<file path="src/rtl/odve_uart_rx.sv">
`default_nettype none
// ============================================================================
// Module   : odve_uart_rx
// Brief    : UART receiver with a 2-flop input synchroniser, mid-bit sampling
//            (LSB first), stop-bit check and a valid/ready output register.
//            Parity stage is compiled in by defining ODVE_UART_RX_PARITY_EN.
// Revision : 1.0  initial release
// ============================================================================
module odve_uart_rx #(
  parameter int CLKS_PER_BIT = 16,
  parameter int DATA_BITS    = 8,
  parameter bit PARITY_ODD   = 1'b0
) (
  input  logic                 clk,
  input  logic                 rst,
  input  logic                 rxd,
  output logic [DATA_BITS-1:0] rx_data,
  output logic                 rx_valid,
  input  logic                 rx_ready,
  output logic                 frame_err,
  output logic                 parity_err,
  output logic                 overrun,
  output logic                 busy
);

  localparam int CNT_W = $clog2(CLKS_PER_BIT);
  localparam int IDX_W = $clog2(DATA_BITS);
  localparam logic [CNT_W-1:0] C_CNT_FULL = CNT_W'(CLKS_PER_BIT - 1);
  localparam logic [CNT_W-1:0] C_CNT_HALF = CNT_W'(CLKS_PER_BIT / 2 - 1);
  localparam logic [CNT_W-1:0] C_CNT_ONE  = CNT_W'(1);
  localparam logic [IDX_W-1:0] C_IDX_ONE  = IDX_W'(1);
  localparam logic [IDX_W-1:0] C_LAST_BIT = IDX_W'(DATA_BITS - 1);

  typedef enum logic [2:0] {
    S_IDLE   = 3'd0,
    S_START  = 3'd1,
    S_DATA   = 3'd2,
    S_PARITY = 3'd3,
    S_STOP   = 3'd4,
    S_BREAK  = 3'd5
  } state_t;

  state_t                r_state;
  state_t                w_state_nxt;
  logic [1:0]            r_sync;
  logic                  w_rxd_s;
  logic [CNT_W-1:0]      r_cnt;
  logic [IDX_W-1:0]      r_bit_idx;
  logic [DATA_BITS-1:0]  r_shift;
  logic                  w_sample;
  logic                  w_complete;
  logic                  w_load;

  always_ff @(posedge clk or posedge rst) begin
    if (rst) r_sync <= 2'b11;
    else     r_sync <= {r_sync[0], rxd};
  end

  assign w_rxd_s = r_sync[1];
  assign w_sample = (r_cnt == '0);

  always_ff @(posedge clk or posedge rst) begin
    if (rst) r_state <= S_IDLE;
    else     r_state <= w_state_nxt;
  end

  always_comb begin
    w_state_nxt = r_state;
    w_complete  = 1'b0;
    case (r_state)
      S_IDLE:  if (!w_rxd_s) w_state_nxt = S_START;
      S_START: if (w_sample) w_state_nxt = w_rxd_s ? S_IDLE : S_DATA;
      S_DATA: begin
        if (w_sample && (r_bit_idx == C_LAST_BIT)) begin
`ifdef ODVE_UART_RX_PARITY_EN
          w_state_nxt = S_PARITY;
`else
          w_state_nxt = S_STOP;
`endif
        end
      end
`ifdef ODVE_UART_RX_PARITY_EN
      S_PARITY: if (w_sample) w_state_nxt = S_STOP;
`endif
      S_STOP: begin
        if (w_sample) begin
          w_complete  = 1'b1;
          w_state_nxt = w_rxd_s ? S_IDLE : S_BREAK;
        end
      end
      // A held-low line must go high before a new start bit is accepted.
      S_BREAK: if (w_rxd_s) w_state_nxt = S_IDLE;
      default: w_state_nxt = S_IDLE;
    endcase
  end

  // IDLE keeps the counter primed with the half-bit offset to land mid-bit.
  always_ff @(posedge clk or posedge rst) begin
    if (rst) begin
      r_cnt     <= '0;
      r_bit_idx <= '0;
      r_shift   <= '0;
    end else begin
      if (r_state == S_IDLE) begin
        r_cnt     <= C_CNT_HALF;
        r_bit_idx <= '0;
      end else if (w_sample) begin
        r_cnt <= C_CNT_FULL;
      end else begin
        r_cnt <= r_cnt - C_CNT_ONE;
      end
      if ((r_state == S_DATA) && w_sample) begin
        r_shift   <= {w_rxd_s, r_shift[DATA_BITS-1:1]};
        r_bit_idx <= r_bit_idx + C_IDX_ONE;
      end
    end
  end

  // A completed byte only loads if the slot is free or being emptied now.
  assign w_load = w_complete && !(rx_valid && !rx_ready);

  always_ff @(posedge clk or posedge rst) begin
    if (rst) begin
      rx_data   <= '0;
      rx_valid  <= 1'b0;
      frame_err <= 1'b0;
      overrun   <= 1'b0;
    end else begin
      overrun <= 1'b0;
      if (w_load) begin
        rx_data   <= r_shift;
        frame_err <= ~w_rxd_s;
        rx_valid  <= 1'b1;
      end else if (w_complete) begin
        overrun <= 1'b1;
      end else if (rx_valid && rx_ready) begin
        rx_valid <= 1'b0;
      end
    end
  end

`ifdef ODVE_UART_RX_PARITY_EN
  logic r_par_err;

  always_ff @(posedge clk or posedge rst) begin
    if (rst) begin
      r_par_err  <= 1'b0;
      parity_err <= 1'b0;
    end else begin
      if ((r_state == S_PARITY) && w_sample)
        r_par_err <= w_rxd_s ^ (^r_shift) ^ PARITY_ODD;
      if (w_load)
        parity_err <= r_par_err;
    end
  end
`else
  assign parity_err = 1'b0;
`endif

  assign busy = (r_state != S_IDLE);

endmodule
`default_nettype wire

</file>
<file path="config.mk">
export PLATFORM = sky130hd
export DESIGN_NAME = odve_uart_rx
export DESIGN_NICKNAME = d
export VERILOG_FILES = /design/src/rtl/odve_uart_rx.sv
export SDC_FILE = /design/constraint.sdc
export NUM_CORES = 1
export LEC_CHECK = 0
export BUFFER_PORTS_ARGS = -buffer_cell sky130_fd_sc_hd__clkbuf_2
export CORE_MARGIN = 2
export CORE_UTILIZATION = 40
export CTS_CLUSTER_DIAMETER = 30
export DETAILED_ROUTE_END_ITERATION = 6
export SLEW_MARGIN = 20
export SYNTH_ARGS = -nofsm -noshare
export SYNTH_HDL_FRONTEND = slang
export SYNTH_SLANG_ARGS = --single-unit
</file>
<file path="constraint.sdc">
create_clock -name clk -period 2.4 [get_ports clk]
set_input_delay 0.48 -clock clk [delete_from_list [all_inputs] [get_ports clk]]
set_output_delay 0.48 -clock clk [all_outputs]
set_load 0.1 [all_outputs]
</file>
After elaboration in Yosys (flattened, before gate mapping)
Index checks and enable logic that the tools add are counted.
{ "word_totals": {"reg_bits": 31, "input_bits": 4, "elab_cells": 56, "output_inout_bits": 13} }
{ "op_classes": {"eq_ne": 11, "add_sub_neg": 2, "reduce_logical": 14, "muxes": 19, "bitwise_logic": 1} }
{ "op_table": {"columns": ["cell", "count"], "rows": [
  ["2-to-1 mux 3 bit", 8],
  ["case mux 3 bit (5 select lines)", 1],
  ["inequality test 2 bit, second input constant", 5],
  ["== test 3 bit, second input constant", 3],
  ["2-to-1 mux 4 bit", 2],
  ["2-to-1 mux 1 bit", 7],
  ["logical AND 1 bit", 5],
  ["AND reduction 5 bit", 1],
  ["logical NOT 4 bit", 1],
  ["nonzero test 2 bit", 2],
  ["subtractor 4 x 1 -> 4 bit, second input constant", 1],
  ["adder 3 x 1 -> 3 bit, second input constant", 1],
  ["== test 3 x 1 -> 1 bit, second input constant", 1],
  ["== test 3 x 2 -> 1 bit, second input constant", 1],
  ["logical NOT 3 bit", 1],
  ["nonzero test 3 bit", 1],
  ["logical NOT 1 bit", 2],
  ["2-to-1 mux 2 bit", 1],
  ["inequality test 2 x 1 -> 1 bit, second input constant", 1],
  ["AND reduction 2 bit", 1],
  ["NOT 1 bit", 1]
]} }

Depth between registers and ports, before layout
{ "depth": {"depth_word": 6, "depth_mapped": 6, "ltp_nobuf": 5} }

Worst setup path before layout
No wires, ideal clock.
{ "synth_path": {"kind": "register to output", "startpoint": "register r_state[0]", "endpoint": "output busy", "slack_ns": 0.421, "path_stages_with_launch": 3, "t_arrival_ns": 1.499, "required_ns": 1.920, "n_path_buf": 1, "cell_sequence": "dfrtp_1 > or3_1 > clkbuf_1"} }
{ "synth_via": {"elab_chain_len": 1} }
{ "synth_rtl": {"columns": ["element", "line_no", "rtl"], "rows": [
  ["from (decl)", "43", "state_t r_state;"],
  ["from (signal assigned)", "64", "else r_state <= w_state_nxt;"],
  ["nonzero test 3 bit", "160", "assign busy = (r_state != S_IDLE);"],
  ["to (decl)", "23", "output logic busy"]
]} }
Every way passes these cells.

Worst setup path in the final report
Ends and elaborated chain as after synthesis.

==> summary.txt <==
Worst setup path
  – Largest stage delay, worst path: 530 ps
  – Worst Setup Path Type: register to output pin
  – Crit-path max FO: 8
  – Crit path cell chain: or3_1, clkbuf_2
  – Crit path arrival time: 1740 ps
  – Worst path required time: 1920 ps
  – Crit path launch type: register
  – Flop2flop setup slack: 520 ps
  – Reg-to-reg startpoint: r_cnt[0]
  – CP endpoint kind: output pin
  – Slowest-stage cell, CP: or3_1
  – Reg2reg path depth: 5
  – Worst r2r dst: r_shift[7]

Timing
  – Final WS setup: 184 ps
  – Fin. max-slew vios: 0
  – Period Utilization, post-route: 0.923
  – Setup TNS: 0 ps
  – Max_slew headroom: 0.641
  – Min cycle time layout: 2220 ps
  – Max Clock Skew: 12.2 ps
  – Achievable Freq: 451 MHz
  – RSZ-0062 raised after global routing: false
  – Final setup violation count: 0
  – Final hold viol count: 0
  – Slew @ Worst Pin: 541 ps

Clock tree
  – Post-cts hold buffer count: 0
  – H-tree depth: 2
  – Cts bufs inserted: 5
  – Post-CTS resize count: 0
  – Clk Latency, worst-skew pair: 320 ps
  – Setup Buffers After CTS: 0
  – Worst-path clk slew: 90 ps
  – Clk sinks: 31
  – Root buffer cell: clkbuf_4
  – Clk buf depth: 2
  – CTS tree: yes

Global route
  – Initial antenna violation count: 0
  – Remaining global-route overflow: 0
  – First-pass GRT wire length: 3.31 mm
  – Largest net degree at the start of global routing: 32
  – Vias in the first global route: 717
  – Total GRT Usage: 0.124

Yosys
  – Synth area leader: dfrtp_1
  – Post-synth cell types: 30
  – Post-synthesis net count: 105
  – Mapped Cells: 98
  – Yosys warning count: 0
  – EDFF count, synth: 0
  – Synth top area share: 0.541
  – Async SR Flop Fraction: 1.00
  – Most frequent cells after synthesis: dfrtp_1, mux2_2, nand2_1, inv_1, mux2_4
  – Syn avg cell area: 13.7 sq um
  – Synth Flop Type: dfrtp_1
  – Top cells by area, synth: dfrtp_1, mux2_4, mux2_2
  – Register bit count reported by yosys: 31
  – Count leader, synth: dfrtp_1
  – Seq/Total Area, Yosys: 0.580
  – Mapped Area: 1340 sq um

Cells and area
  – Layout area overhead: 13.0%
  – Final net count: 125
  – Ratio of cells with drive above 1 in the final layout: 0.398
  – ANT cells: 0

Hold path
  – Min-Delay Path Class: primary input to async pin

Power and ir drop
  – Static Leakage: 0.809 nW
  – Power per cell area: 758 nW/um^2
  – Maximum vdd drop: 0.689 mV

Die
  – Core Region: 3280 sq um
  – Initial Utilization: 0.409
  – # IOs: 17
  – Chip width: 61.9 um
  – FP Rows: 21
  – Die Ht: 61.9 um
  – Die area: 3840 sq um

Placement
  – Pre-CTS setup slack: 536 ps
  – DP Wirelength: 1.44 mm
  – # port buffers: 15
  – Placer Congestion: 0.704

Route
  – Detailed Routing Iterations Pass 1: 2
  – WL per Instance: 12.0 um
  – DRC viols: 0
  – First-iteration detailed-routing DRC count: 17
  – Post-route ant nets: 0
  – Via count: 785
  – Via density: 4.79
  – WL final: 1.98 mm

Run status
  – Status: completed

Job
  – Max-cap violations: 0
-- per-stage QoR --
step | util | std cells | power (mW) | cell area [sq um] | hold WS [ps]
final | 0.462 | 164 | 1.15 | 1520 | 193
after CTS | 0.462 | 164 | 1.17 | 1520 | 207
after floorplan | - | 98 | 0.821 | 1340 | 345
after global placement | 0.445 | 157 | 0.853 | 1460 | 346
after global routing | 0.462 | 164 | 1.23 | 1520 | 212
after detailed placement | 0.445 | 157 | 0.867 | 1460 | 351
-- sequential cells by signal, indices dropped and copies added, names as in the netlist --
register   count
r_sync         2
r_state        3
rx_valid       1
overrun        1
r_bit_idx      3
frame_err      1
r_cnt          4
rx_data        8
r_shift        8
-- placed cells by master, fill, tap and decap left out, types with 2 or more instances in the layout --
master    instances
a21oi_1           4
clkbuf_2         15
clkbuf_4          5
dfrtp_1          29
dfstp_2           2
ha_1              3
inv_1             7
mux2_2            9
mux2_4            7
mux2i_1           4
nand2_1           9
nand3_1           2
nor2_1            2
nor3b_2           2
-- kinds of logic after synthesis --
| family | Yosys count | synth area share |
|---|---|---|
| multiplexers | 20 | 0.184 |
| AO/OA/AOI/OAI | 8 | 0.0410 |
| XOR/XNOR | 1 | 0.00652 |
| AND/OR/NAND/NOR | 24 | 0.122 |
| adder cells (fa/ha/maj) | 3 | 0.0280 |
| buffers and inverters | 10 | 0.0363 |
| flip-flops | 31 | 0.580 |
| other | 1 | 0.00279 |
-- cell type report --
type | instances | area (sq um)
Clock buffer | 6 | 51.3
Clock inverter | 1 | 5.00
Fill cell | 304 | 1770
Inverter | 7 | 26.3
Multi-Input combinational cell | 57 | 515
Sequential cell | 31 | 778
Tap cell | 46 | 57.6
Timing Repair Buffer | 16 | 82.6
-- worst max-delay path by stage --
stage / startpoint / to / slack [ps]
detailed placement: r_cnt[0] / r_shift[6] / 540
finish: r_state[0] / busy / 180
CTS: r_state[0] / busy / 170
floorplan: r_state[0] / busy / 420
global route: r_state[0] / busy / 100
global placement: r_state[0] / busy / 550
-- worst max-delay path, delay by kind of cell, from the launching register on --
kind | cells | cell delay [ps]
and+or+nand+nor | 1 | 530
DFF | 1 | 460
buffers and inverters | 1 | 420
-- report_power, final --
group,internal (mW),switching (mW),total [mW]
registers,0.570,0.0588,0.629
logic,0.0821,0.142,0.224
clock network,0.135,0.161,0.297
-- per-layer routing --
| metal | track usage | share of wire | vias up | wire [um] |
|---|---|---|---|---|
| met1 | 0.159 | 0.47 | 397 | 931 |
| li1 | - | - | 372 | - |
| met4 | 0.0638 | 0.014 | 0 | 28 |
| met2 | 0.180 | 0.47 | 12 | 927 |
| met3 | 0.0497 | 0.045 | 4 | 88 |
| met5 | 0 | 0 | - | 0 |
Note: power is estimated with default switching activity, not from simulation.
